`src/rtl/bus_pkg.sv`:
```
// Shared definitions for the system bus arbiter: FSM states, response codes
// and width helpers.
package bus_pkg;

  // Arbiter FSM states.
  typedef enum logic [2:0] {
    IDLE  = 3'd0,
    GRANT = 3'd1,
    ALARM = 3'd2,
    DONE  = 3'd3,
    GAP   = 3'd4
  } state_e;

  // Latched response codes of the last transfer (rsp port).
  localparam logic [1:0] RSP_NONE = 2'd0;
  localparam logic [1:0] RSP_OK   = 2'd1;
  localparam logic [1:0] RSP_EN   = 2'd2;
  localparam logic [1:0] RSP_PE   = 2'd3;

  // Ceiling log2; clog2(1) = 0.
  function automatic int unsigned clog2(input int unsigned v);
    int unsigned r;
    longint unsigned x;
    r = 0;
    x = 1;
    while (x < longint'(v)) begin
      x = x << 1;
      r = r + 1;
    end
    return r;
  endfunction

  // Bits needed to hold 0..v-1, never less than one.
  function automatic int unsigned bits_for(input int unsigned v);
    return (clog2(v) == 0) ? 1 : clog2(v);
  endfunction

endpackage

```
`src/rtl/prio_pick.sv`:
```
// Combinational request picker for the bus arbiter.
// Ports:
//   req   - N request lines, bit i = module i
//   ptr   - rotating start index (ignored in fixed-priority mode)
//   valid - at least one request is set
//   idx   - index of the winning request
module prio_pick
  import bus_pkg::*;
#(
  parameter int unsigned N           = 4,
  parameter int unsigned ROUND_ROBIN = 0,
  parameter int unsigned IDX_W       = bits_for(N)
) (
  input  logic [N-1:0]     req,
  input  logic [IDX_W-1:0] ptr,
  output logic             valid,
  output logic [IDX_W-1:0] idx
);

  logic [IDX_W-1:0] base;
  logic [2*N-1:0]   req2;
  logic [N-1:0]     rot;

  // Fixed priority is rotating priority with the start pinned to zero.
  assign base = (ROUND_ROBIN != 0) ? ptr : '0;
  assign req2 = {req, req};
  assign rot  = N'(req2 >> base);

  // Lowest set bit of the rotated vector, mapped back to a module index.
  always_comb begin
    logic [31:0] sum;
    valid = 1'b0;
    idx   = '0;
    sum   = '0;
    for (int unsigned k = 0; k < N; k++) begin
      if (!valid && rot[k]) begin
        valid = 1'b1;
        sum   = 32'(base) + 32'(k);
        if (sum >= 32'(N)) begin
          sum = sum - 32'(N);
        end
        idx = IDX_W'(sum);
      end
    end
  end

endmodule

```
`src/rtl/bus_arbiter.sv`:
```
// System bus arbiter: grants the shared bus to one requesting module at a
// time, watches slave responses to end a transfer, raises a timed alarm when
// no slave answers, and inserts a one-cycle release gap between owners.
// Ports:
//   __clk  - system clock
//   clo    - general clear, synchronous active-high
//   zg     - bus requests, bit i = module i (0 = CPU)
//   rok    - slave response OK
//   ren    - slave response EN (no unit)
//   rpe    - slave response PE (parity error)
//   zw     - bus grant, one-hot or zero
//   talarm - no-answer alarm pulse to the current owner
//   owner  - index of the current or most recent owner
//   busy   - high in every state except IDLE
//   rsp    - response of the last transfer (none/ok/en/pe-or-alarm)
module bus_arbiter
  import bus_pkg::*;
#(
  parameter int unsigned N               = 4,
  parameter int unsigned ROUND_ROBIN     = 0,
  parameter int unsigned ALARM_DLY_TICKS = 200,
  parameter int unsigned ALARM_TICKS     = 8
) (
  input  logic         __clk,
  input  logic         clo,
  input  logic [N-1:0] zg,
  input  logic         rok,
  input  logic         ren,
  input  logic         rpe,
  output logic [N-1:0] zw,
  output logic         talarm,
  output logic [2:0]   owner,
  output logic         busy,
  output logic [1:0]   rsp
);

  localparam int unsigned IDX_W  = bits_for(N);
  localparam int unsigned CNT_W  = bits_for(ALARM_DLY_TICKS);
  localparam int unsigned ACNT_W = bits_for(ALARM_TICKS);

  localparam logic [CNT_W-1:0]  TMO_LAST = CNT_W'(ALARM_DLY_TICKS - 1);
  localparam logic [ACNT_W-1:0] ALM_LAST = ACNT_W'(ALARM_TICKS - 1);

  state_e             state_q, state_d;
  logic [CNT_W-1:0]   cnt_q, cnt_d;
  logic [ACNT_W-1:0]  acnt_q, acnt_d;
  logic [IDX_W-1:0]   ptr_q, ptr_d;
  logic [IDX_W-1:0]   owner_q, owner_d;
  logic [N-1:0]       zw_q, zw_d;
  logic [1:0]         rsp_q, rsp_d;
  logic               talarm_q, talarm_d;
  logic               busy_q, busy_d;

  logic               pick_valid;
  logic [IDX_W-1:0]   pick_idx;
  logic               own_req;
  logic               any_rsp;
  logic [1:0]         rsp_code;
  logic               new_grant;

  prio_pick #(
    .N           (N),
    .ROUND_ROBIN (ROUND_ROBIN),
    .IDX_W       (IDX_W)
  ) u_pick (
    .req   (zg),
    .ptr   (ptr_q),
    .valid (pick_valid),
    .idx   (pick_idx)
  );

  assign own_req   = zg[owner_q];
  assign any_rsp   = rok | ren | rpe;
  assign rsp_code  = rpe ? RSP_PE : (ren ? RSP_EN : RSP_OK);
  assign new_grant = (state_q == IDLE) && pick_valid;

  // State register.
  always_ff @(posedge __clk) begin
    if (clo) begin
      state_q <= IDLE;
    end else begin
      state_q <= state_d;
    end
  end

  // Next-state logic; a response beats an abort, which beats the timeout.
  always_comb begin
    state_d = state_q;
    case (state_q)
      IDLE: begin
        if (pick_valid) state_d = GRANT;
      end
      GRANT: begin
        if (any_rsp)                 state_d = DONE;
        else if (!own_req)           state_d = GAP;
        else if (cnt_q == TMO_LAST)  state_d = ALARM;
      end
      ALARM: begin
        if (acnt_q == ALM_LAST) state_d = DONE;
      end
      DONE: begin
        if (!own_req) state_d = GAP;
      end
      GAP:     state_d = IDLE;
      default: state_d = IDLE;
    endcase
  end

  // Next values of registered outputs, counters and rotating pointer.
  always_comb begin
    logic [31:0] nxt;
    nxt      = '0;
    zw_d     = zw_q;
    owner_d  = owner_q;
    ptr_d    = ptr_q;
    rsp_d    = rsp_q;
    cnt_d    = cnt_q;
    acnt_d   = '0;
    talarm_d = (state_d == ALARM);
    busy_d   = (state_d != IDLE);

    if (new_grant) begin
      owner_d = pick_idx;
      nxt     = 32'(pick_idx) + 32'd1;
      ptr_d   = (nxt >= 32'(N)) ? '0 : IDX_W'(nxt);
    end

    if ((state_d == IDLE) || (state_d == GAP)) begin
      zw_d = '0;
    end else if (new_grant) begin
      zw_d = N'(1) << pick_idx;
    end

    // Timeout counter: cleared while idle, saturating count while granted.
    if (state_q == IDLE) begin
      cnt_d = '0;
    end else if ((state_q == GRANT) && (cnt_q != '1)) begin
      cnt_d = cnt_q + CNT_W'(1);
    end

    if ((state_q == ALARM) && (acnt_q != '1)) begin
      acnt_d = acnt_q + ACNT_W'(1);
    end

    if (state_q == GRANT) begin
      if (any_rsp)                rsp_d = rsp_code;
      else if (!own_req)          rsp_d = RSP_NONE;
      else if (state_d == ALARM)  rsp_d = RSP_PE;
    end
  end

  // Output and datapath registers.
  always_ff @(posedge __clk) begin
    if (clo) begin
      zw_q     <= '0;
      owner_q  <= '0;
      ptr_q    <= '0;
      rsp_q    <= RSP_NONE;
      cnt_q    <= '0;
      acnt_q   <= '0;
      talarm_q <= 1'b0;
      busy_q   <= 1'b0;
    end else begin
      zw_q     <= zw_d;
      owner_q  <= owner_d;
      ptr_q    <= ptr_d;
      rsp_q    <= rsp_d;
      cnt_q    <= cnt_d;
      acnt_q   <= acnt_d;
      talarm_q <= talarm_d;
      busy_q   <= busy_d;
    end
  end

  assign zw     = zw_q;
  assign talarm = talarm_q;
  assign owner  = 3'(owner_q);
  assign busy   = busy_q;
  assign rsp    = rsp_q;

endmodule

```
`config.mk`:
```
export PLATFORM = sky130hd
export DESIGN_NAME = bus_arbiter
export DESIGN_NICKNAME = d
export VERILOG_FILES = /design/src/rtl/bus_pkg.sv /design/src/rtl/prio_pick.sv /design/src/rtl/bus_arbiter.sv
export SDC_FILE = /design/constraint.sdc
export NUM_CORES = 1
export LEC_CHECK = 0
export ABC_AREA = 1
export BUFFER_PORTS_ARGS = -buffer_cell sky130_fd_sc_hd__buf_2
export CORE_ASPECT_RATIO = 1.4
export CORE_UTILIZATION = 30
export DETAILED_ROUTE_END_ITERATION = 10
export PLACE_DENSITY_LB_ADDON = 0.05
export SETUP_SLACK_MARGIN = 0.05
export SLEW_MARGIN = 20
export SYNTH_ARGS = -nofsm -noshare
export SYNTH_HDL_FRONTEND = slang
export SYNTH_SLANG_ARGS = --single-unit
```
`constraint.sdc`:
```
create_clock -name __clk -period 2.35 [get_ports __clk]
set_input_delay 0.1175 -clock __clk [delete_from_list [all_inputs] [get_ports __clk]]
set_output_delay 0.1175 -clock __clk [all_outputs]
set_load 0.01 [all_outputs]
```
==> impl_metrics.env, run 1 <==
export IMPL_worst_skew_pair_late_latency_ns=0.26
export IMPL_clk_pin_slew_worst_paths_ns=0.08
export IMPL_criticalPathCategory="reg2reg"
export IMPL_synth_cell_types=27
export IMPL_post_cts_setup_buffers=0
export IMPL_numCtsBuffers=3
export IMPL_placed_cell_area_um2=1340
export IMPL_cts_root_buf="clkbuf_8"
export IMPL_post_drt_wl_per_cell_um=10.3
export IMPL_ir_drop_mv=0.326
export IMPL_drt_vias_per_instance=4.57
export IMPL_layout_min_cycle_time_ns=1.63
export IMPL_place_gp_congestion=0.788
export IMPL_stdcell_area_um2=1380
export IMPL_critPathSlowestCell="dfxtp_1"
export IMPL_clock_sinks=24
export IMPL_min_period_over_period=0.695
export IMPL_hp_class="in2reg"
export IMPL_fill_cells=405
export IMPL_path_common_cell="nand2_1"
export IMPL_die_x_um=55.7
export IMPL_reg2reg_depth=14
export IMPL_ctsHoldBuffers=0
export IMPL_drt_iter0_drc=23
export IMPL_start_util=0.323
export IMPL_hold_viol_final=0
export IMPL_fmax_mhz=612
export IMPL_pre_cts_slack_ns=0.736
export IMPL_status="finished, final reports clean"
export IMPL_syn_instance_count=174
export IMPL_final_common_cell="nand2_1"
export IMPL_cts_max_path_buffers=2
export IMPL_track_usage=0.120
export IMPL_grt_first_pass_wirelength_um=4140
export IMPL_io_pin_count=20
export IMPL_layout_setup_ws_ns=0.716
export IMPL_power_mw=1.06
export IMPL_cts_tree="done"
export IMPL_critical_path_max_fanout=4
export IMPL_detailed_place_hpwl_um=1960
export IMPL_ant_nets=0
export IMPL_multiInputGateArea_um2=594
export IMPL_portBuffers=18
export IMPL_die_area_um2=4290
export IMPL_fin_nets=207
export IMPL_powerDensity_nw_per_um2=765
export IMPL_antenna_found_initial=0
export IMPL_setup_viol=0
export IMPL_fin_worst_skew_ns=0.00140
export IMPL_rows=26
export IMPL_synth_seq_cells=24
export IMPL_layout_cells_most_common_list="36 x nand2_1, 29 x inv_1, 24 x dfxtp_1"
export IMPL_crit_path_end_kind="flop"
export IMPL_min_to="owner_q[1]"
export IMPL_cts_resized=0
export IMPL_p_leak_nw=0.632
export IMPL_ys_warnings_count=0
export IMPL_whs_path_depth=2
export IMPL_slowest_delay_ns=0.38
export IMPL_r2r_start="cnt_q[0]"
export IMPL_ys_seq_area_frac=0.397
export IMPL_drv_cap=0
export IMPL_die_y_um=77.1
export IMPL_seq_area_um2=480
export IMPL_startpoint_type="flop"
export IMPL_slew_viol_final=0
export IMPL_r2r_end="rsp[0]"
export IMPL_vias=1073
export IMPL_grt_max_degree=13
export IMPL_drt_wl_total_um=2410
export IMPL_min_from="clo"
export IMPL_setup_tns_ns=0
export IMPL_worst_ep_arrival_time_ns=1.80
export IMPL_core_um2=3740
export IMPL_diodes=0
export IMPL_drive_above_1_share=0.207
export IMPL_drt_drc_violations_left=0
export IMPL_syn_area_um2=1210
export IMPL_area_growth_pct=14.3
export IMPL_drt_pre_antenna_iters=4
export IMPL_htree_num_levels=1
export IMPL_cp_cell_sequence="ha_1 > inv_1 > nor2_1 > nand2_1 > nand2_1 > nand2_1 > nand2_1 > nand2_1 > nand2_1 > nand3_1 > nand2_1 > nand3_1 > nand2_1 > nor2_1"
export IMPL_crit_required_ns=2.51
export IMPL_setup_worst_path_start="cnt_q[0]"
export IMPL_rsz0062_at_grt="false"
export IMPL_synth_nets=186
export IMPL_gr_total_overflow=0
export IMPL_avgSynthCellArea_um2=6.95
export IMPL_rrSetupSlack_ns=0.72
export IMPL_grt_pass1_vias=988
sequential cells by signal, summed over array words and instances, names as in the netlist:
signal	cells
rsp	2
acnt_q	3
cnt_q	8
zw	4
talarm	1
owner_q	2
busy	1
state_q	3
metrics by stage:
step	utilization	std cells	hold slack, ns
2_1_floorplan	-	174	0.328
3_3_place_gp	0.359	232	0.408
3_5_place_dp	0.359	232	0.429
4_1_cts	0.370	235	0.171
5_1_grt	0.370	235	0.173
6_report	0.370	235	0.169
cells by family (layout without fill, tap and decap cells):
kind of cell / after synthesis / after routing / synth area share
simple gates: 82 / 82 / 0.317
buf+inv: 35 / 54 / 0.112
flops: 24 / 24 / 0.397
xor+xnor: 1 / 1 / 0.00724
fa+ha+maj: 3 / 3 / 0.0310
compound gates: 28 / 28 / 0.132
other cells: 1 / 1 / 0.00310
critical path, delay by kind of cell, from the launching register on:
kind / cells / cell delay, ns
AND/OR/NAND/NOR: 12 / 0.88
flip-flops: 1 / 0.38
adder cells (fa/ha/maj): 1 / 0.18
buffers and inverters: 1 / 0.08
cell usage after synthesis:
| master | n | area, um2 |
|---|---|---|
| conb_1 | 1 | 3.75 |
| nand2_4 | 1 | 11.3 |
| nand2_1 | 36 | 135 |
| o21ai_2 | 1 | 8.76 |
| nor4_1 | 1 | 6.26 |
| inv_1 | 29 | 109 |
| a21oi_1 | 13 | 65.1 |
| or2_1 | 1 | 6.26 |
| buf_4 | 1 | 7.51 |
| o21ai_1 | 4 | 20.0 |
| o21ai_0 | 5 | 25.0 |
| nor3_2 | 2 | 20.0 |
| dfxtp_1 | 24 | 480 |
| a21oi_2 | 3 | 26.3 |
| xor2_1 | 1 | 8.76 |
| nor3_1 | 3 | 15.0 |
| a211oi_1 | 1 | 7.51 |
| nor4_2 | 1 | 12.5 |
| nand3_1 | 9 | 45.0 |
| nor3_4 | 1 | 16.3 |
| nand2_2 | 4 | 25.0 |
| ha_1 | 3 | 37.5 |
| inv_2 | 4 | 15.0 |
| a22oi_1 | 1 | 7.51 |
| nor2_1 | 21 | 78.8 |
| clkbuf_1 | 1 | 3.75 |
| nor2_2 | 2 | 12.5 |
report_power, final:
| part | leakage, nW | internal [mW] | switching [mW] |
|---|---|---|---|
| clock | 0.0216 | 0.115 | 0.123 |
| combinational | 0.415 | 0.115 | 0.214 |
| sequential | 0.196 | 0.458 | 0.0338 |
cell type report:
class | count | share of cell area
Timing Repair Buffer | 18 | 0.0652
Clock buffer | 3 | 0.0299
Sequential cell | 24 | 0.348
Tap cell | 42 | 0.0380
Multi-Input combinational cell | 115 | 0.430
Inverter | 33 | 0.0896
worst max path at each step:
stage	to	slack, ns
after floorplan	cnt_q[5]	0.92
after global routing	rsp[0]	0.52
after global placement	rsp[0]	0.77
after CTS	rsp[0]	0.72
final	rsp[0]	0.72
after detailed placement	rsp[0]	0.74
metal layers:
metal  up-vias  track usage  part of all wire
met5         -            0                 0
met4         0       0.0525             0.017
met3         5       0.0236             0.027
met2        11        0.212              0.51
met1       476        0.138              0.44
li1        581            -                 -
Note: power is estimated with default switching activity, not from simulation.
==> run 2, diff against run 1 <==
Settings changed: ABC_AREA 1 to 0.
Clock period 2.35 ns to 1.6 ns, I/O delays scaled along.
==> run 2 against run 1 <==
  * The run now ends with setup timing left
  * Maximum frequency is 1.0% lower
  * Critical path type unchanged
  * Total power is 64% higher
  * Flip-flop and latch count stayed put
==> impl_metrics.env, run 2 <==
export IMPL_dp_cells=205
export IMPL_swShare=0.297
export IMPL_clk_pin_slew_worst_paths_ns=0.09
export IMPL_yosysTopAreaCell="dfxtp_1"
export IMPL_status="finished, violations left"
export IMPL_synth_seq_cells=24
export IMPL_largest_reg_flops=8
export IMPL_ys_warnings_count=0
export IMPL_crit_path_end_kind="flop"
export IMPL_synth_mux_area_frac=0.0260
export IMPL_vias=1133
export IMPL_ys_seq_area_frac=0.384
export IMPL_synth_top_family_by_area="compound AO/OA/AOI/OAI gates"
export IMPL_rrSetupSlack_ns=-0.05
export IMPL_grt_pass1_vias=1151
export IMPL_async_reset_ff_frac=0
export IMPL_whs_path_depth=2
export IMPL_synth_nets=143
export IMPL_die_y_um=78.4
export IMPL_layout_setup_ws_ns=-0.0511
export IMPL_p_leak_nw=0.689
export IMPL_powerDensity_nw_per_um2=991
export IMPL_ir_drop_mv=0.569
export IMPL_worst_ep_arrival_time_ns=1.83
export IMPL_synth_simple_area_share=0.231
export IMPL_die_x_um=56.6
export IMPL_hp_class="in2reg"
export IMPL_fin_worst_skew_ns=0.00427
export IMPL_core_um2=3950
export IMPL_critical_path_max_fanout=6
export IMPL_synth_xor_area_frac=0.0420
export IMPL_track_usage=0.151
export IMPL_criticalPathCategory="reg2reg"
export IMPL_synth_edf_count=0
export IMPL_p_seq_frac=0.396
export IMPL_setup_tns_ns=-0.210
export IMPL_drt_pre_antenna_iters=4
export IMPL_place_gp_congestion=0.861
export IMPL_top_register="cnt_q"
export IMPL_synth_most_common_cell="dfxtp_1"
export IMPL_min_from="clo"
export IMPL_hold_ws_ns=0.187
export IMPL_ant_nets=0
export IMPL_r2r_start="cnt_q[3]"
export IMPL_antenna_found_initial=0
export IMPL_reg2reg_depth=4
export IMPL_grt_first_pass_wirelength_um=5250
export IMPL_slew_viol_final=0
export IMPL_synth_compound_area_frac=0.246
export IMPL_fill_cells=399
export IMPL_layout_cells_most_common_list="18 x buf_2, 18 x buf_4, 16 x nor2_1"
export IMPL_min_to="state_q[1]"
export IMPL_drt_drc_violations_left=0
export IMPL_syn_instance_count=131
export IMPL_crit_required_ns=1.78
export IMPL_layout_min_cycle_time_ns=1.65
export IMPL_numCtsBuffers=3
export IMPL_min_period_over_period=1.03
export IMPL_io_pin_count=20
export IMPL_p_comb_frac=0.290
export IMPL_rows=27
export IMPL_area_growth_pct=39.9
export IMPL_start_util=0.316
export IMPL_portBuffers=18
export IMPL_seq_area_um2=492
export IMPL_power_switching_uw=515
export IMPL_clock_sinks=24
export IMPL_fmax_mhz=606
export IMPL_die_area_um2=4430
export IMPL_cts_root_buf="clkbuf_8"
export IMPL_avgSynthCellArea_um2=9.54
export IMPL_drt_vias_per_instance=5.32
export IMPL_setup_viol=5
export IMPL_pwr_share_clk=0.314
export IMPL_synth_commonest_cells="24 x dfxtp_1, 16 x nor2_1, 7 x a21oi_1, 7 x o21ai_0, 6 x xor2_1"
export IMPL_yosys_area_share_adder=0.0300
export IMPL_power_internal_mw=1.22
export IMPL_ys_flop_type="dfxtp_1"
export IMPL_drv_cap=0
export IMPL_startpoint_type="flop"
export IMPL_grt_max_degree=15
export IMPL_detailed_place_hpwl_um=2390
export IMPL_fin_cells=213
export IMPL_hold_viol_final=0
export IMPL_cts_max_path_buffers=2
export IMPL_gr_total_overflow=0
export IMPL_fin_nets=183
export IMPL_syn_area_um2=1250
export IMPL_drt_iter0_drc=29
export IMPL_violations="setup timing"
export IMPL_synth_cell_types=48
export IMPL_pre_cts_slack_ns=-0.0357
export IMPL_post_drt_wl_per_cell_um=14.6
export IMPL_rsz0062_at_grt="true"
export IMPL_synth_top_cells_by_area="dfxtp_1 38%, nor2_1 4.8%, xor2_1 4.2%, a2111oi_2 3.6%, ha_1 3.0%"
export IMPL_yosysTopAreaCellShare=0.384
export IMPL_drive_above_1_share=0.459
export IMPL_worst_skew_pair_late_latency_ns=0.27
export IMPL_power_mw=1.73
export IMPL_htree_num_levels=1
export IMPL_drt_wl_total_um=3110
export IMPL_multiInputGateArea_um2=843
export IMPL_cts_tree="done"
export IMPL_diodes=0
export IMPL_r2r_end="zw[2]"
## run 2: cell count changes in the layout (fill, tap and decap cells not counted), moves of 5 or more
cell     change
nand2_1     -36
inv_1       -24
buf_4       +18
a21oi_1      -9
dfxtp_1      -9
dfxtp_2      +9
nand3_1      -7
nor2_1       -5
xor2_1       +5
## run 2: worst max-delay path by stage
stage	start	endpoint	cells past startpoint	slack (ns)
floorplan	owner_q[1]	zw[0]	4	0.03
global placement	zg[1]	talarm	5	-0.04
detailed placement	cnt_q[3]	zw[2]	4	-0.04
CTS	acnt_q[0]	zw[1]	5	-0.04
global route	cnt_q[3]	zw[2]	4	-0.13
finish	cnt_q[3]	zw[2]	4	-0.05
## run 2: kinds of logic (layout without fill, tap and decap cells)
| family | after synthesis | after routing |
|---|---|---|
| AND/OR/NAND/NOR | 48 | 48 |
| AO/OA/AOI/OAI | 37 | 37 |
| flip-flops | 24 | 24 |
| buffers and inverters | 10 | 49 |
| XOR/XNOR | 6 | 6 |
| adder cells (fa/ha/maj) | 3 | 3 |
| multiplexers | 2 | 2 |
| other | 1 | 1 |
## run 2: what timing repair did
action,CTS,global route
pin swaps,5,12
endpoints found under the setup margin,7,15
setup buffers,3,1
hold buffers,0,0
gates resized for setup,3,26
## run 2: metal layers
layer  wire length (um)  track usage
met2               1790        0.289
met4                 65       0.0683
met3                 83       0.0198
met5                  0            0
met1               1160        0.159
## run 2: power groups by stage
stage | Clock (mW) | Combinational (mW) | Sequential (mW)
after floorplan | 0 | 0.249 | 0.705
final | 0.544 | 0.502 | 0.687
after CTS | 0.564 | 0.460 | 0.682
after global routing | 0.585 | 0.552 | 0.693
after global placement | 0 | 0.417 | 0.695
after detailed placement | 0 | 0.420 | 0.696
## run 2: worst max-delay path, cell delays in order (launching register included)
cell and delay, ns:
dfxtp_2 0.33, or4b_4 0.57, nor2_4 0.13, o211ai_4 0.15, a2111oi_4 0.38
## run 2: layout make-up
class                      count  share of cell area
multi-input combinational     97               0.482
sequential                    24               0.281
timing repair buffer          40               0.155
tap                           43              0.0308
clock buffer                   3              0.0236
clock inverter                 1              0.0172
inverter                       5              0.0107
## run 2: metrics by stage
step | utilization | instance area (um2)
finish | 0.443 | 1750
global route | 0.443 | 1750
detailed placement | 0.382 | 1510
global placement | 0.382 | 1510
CTS | 0.412 | 1630
floorplan | - | 1260
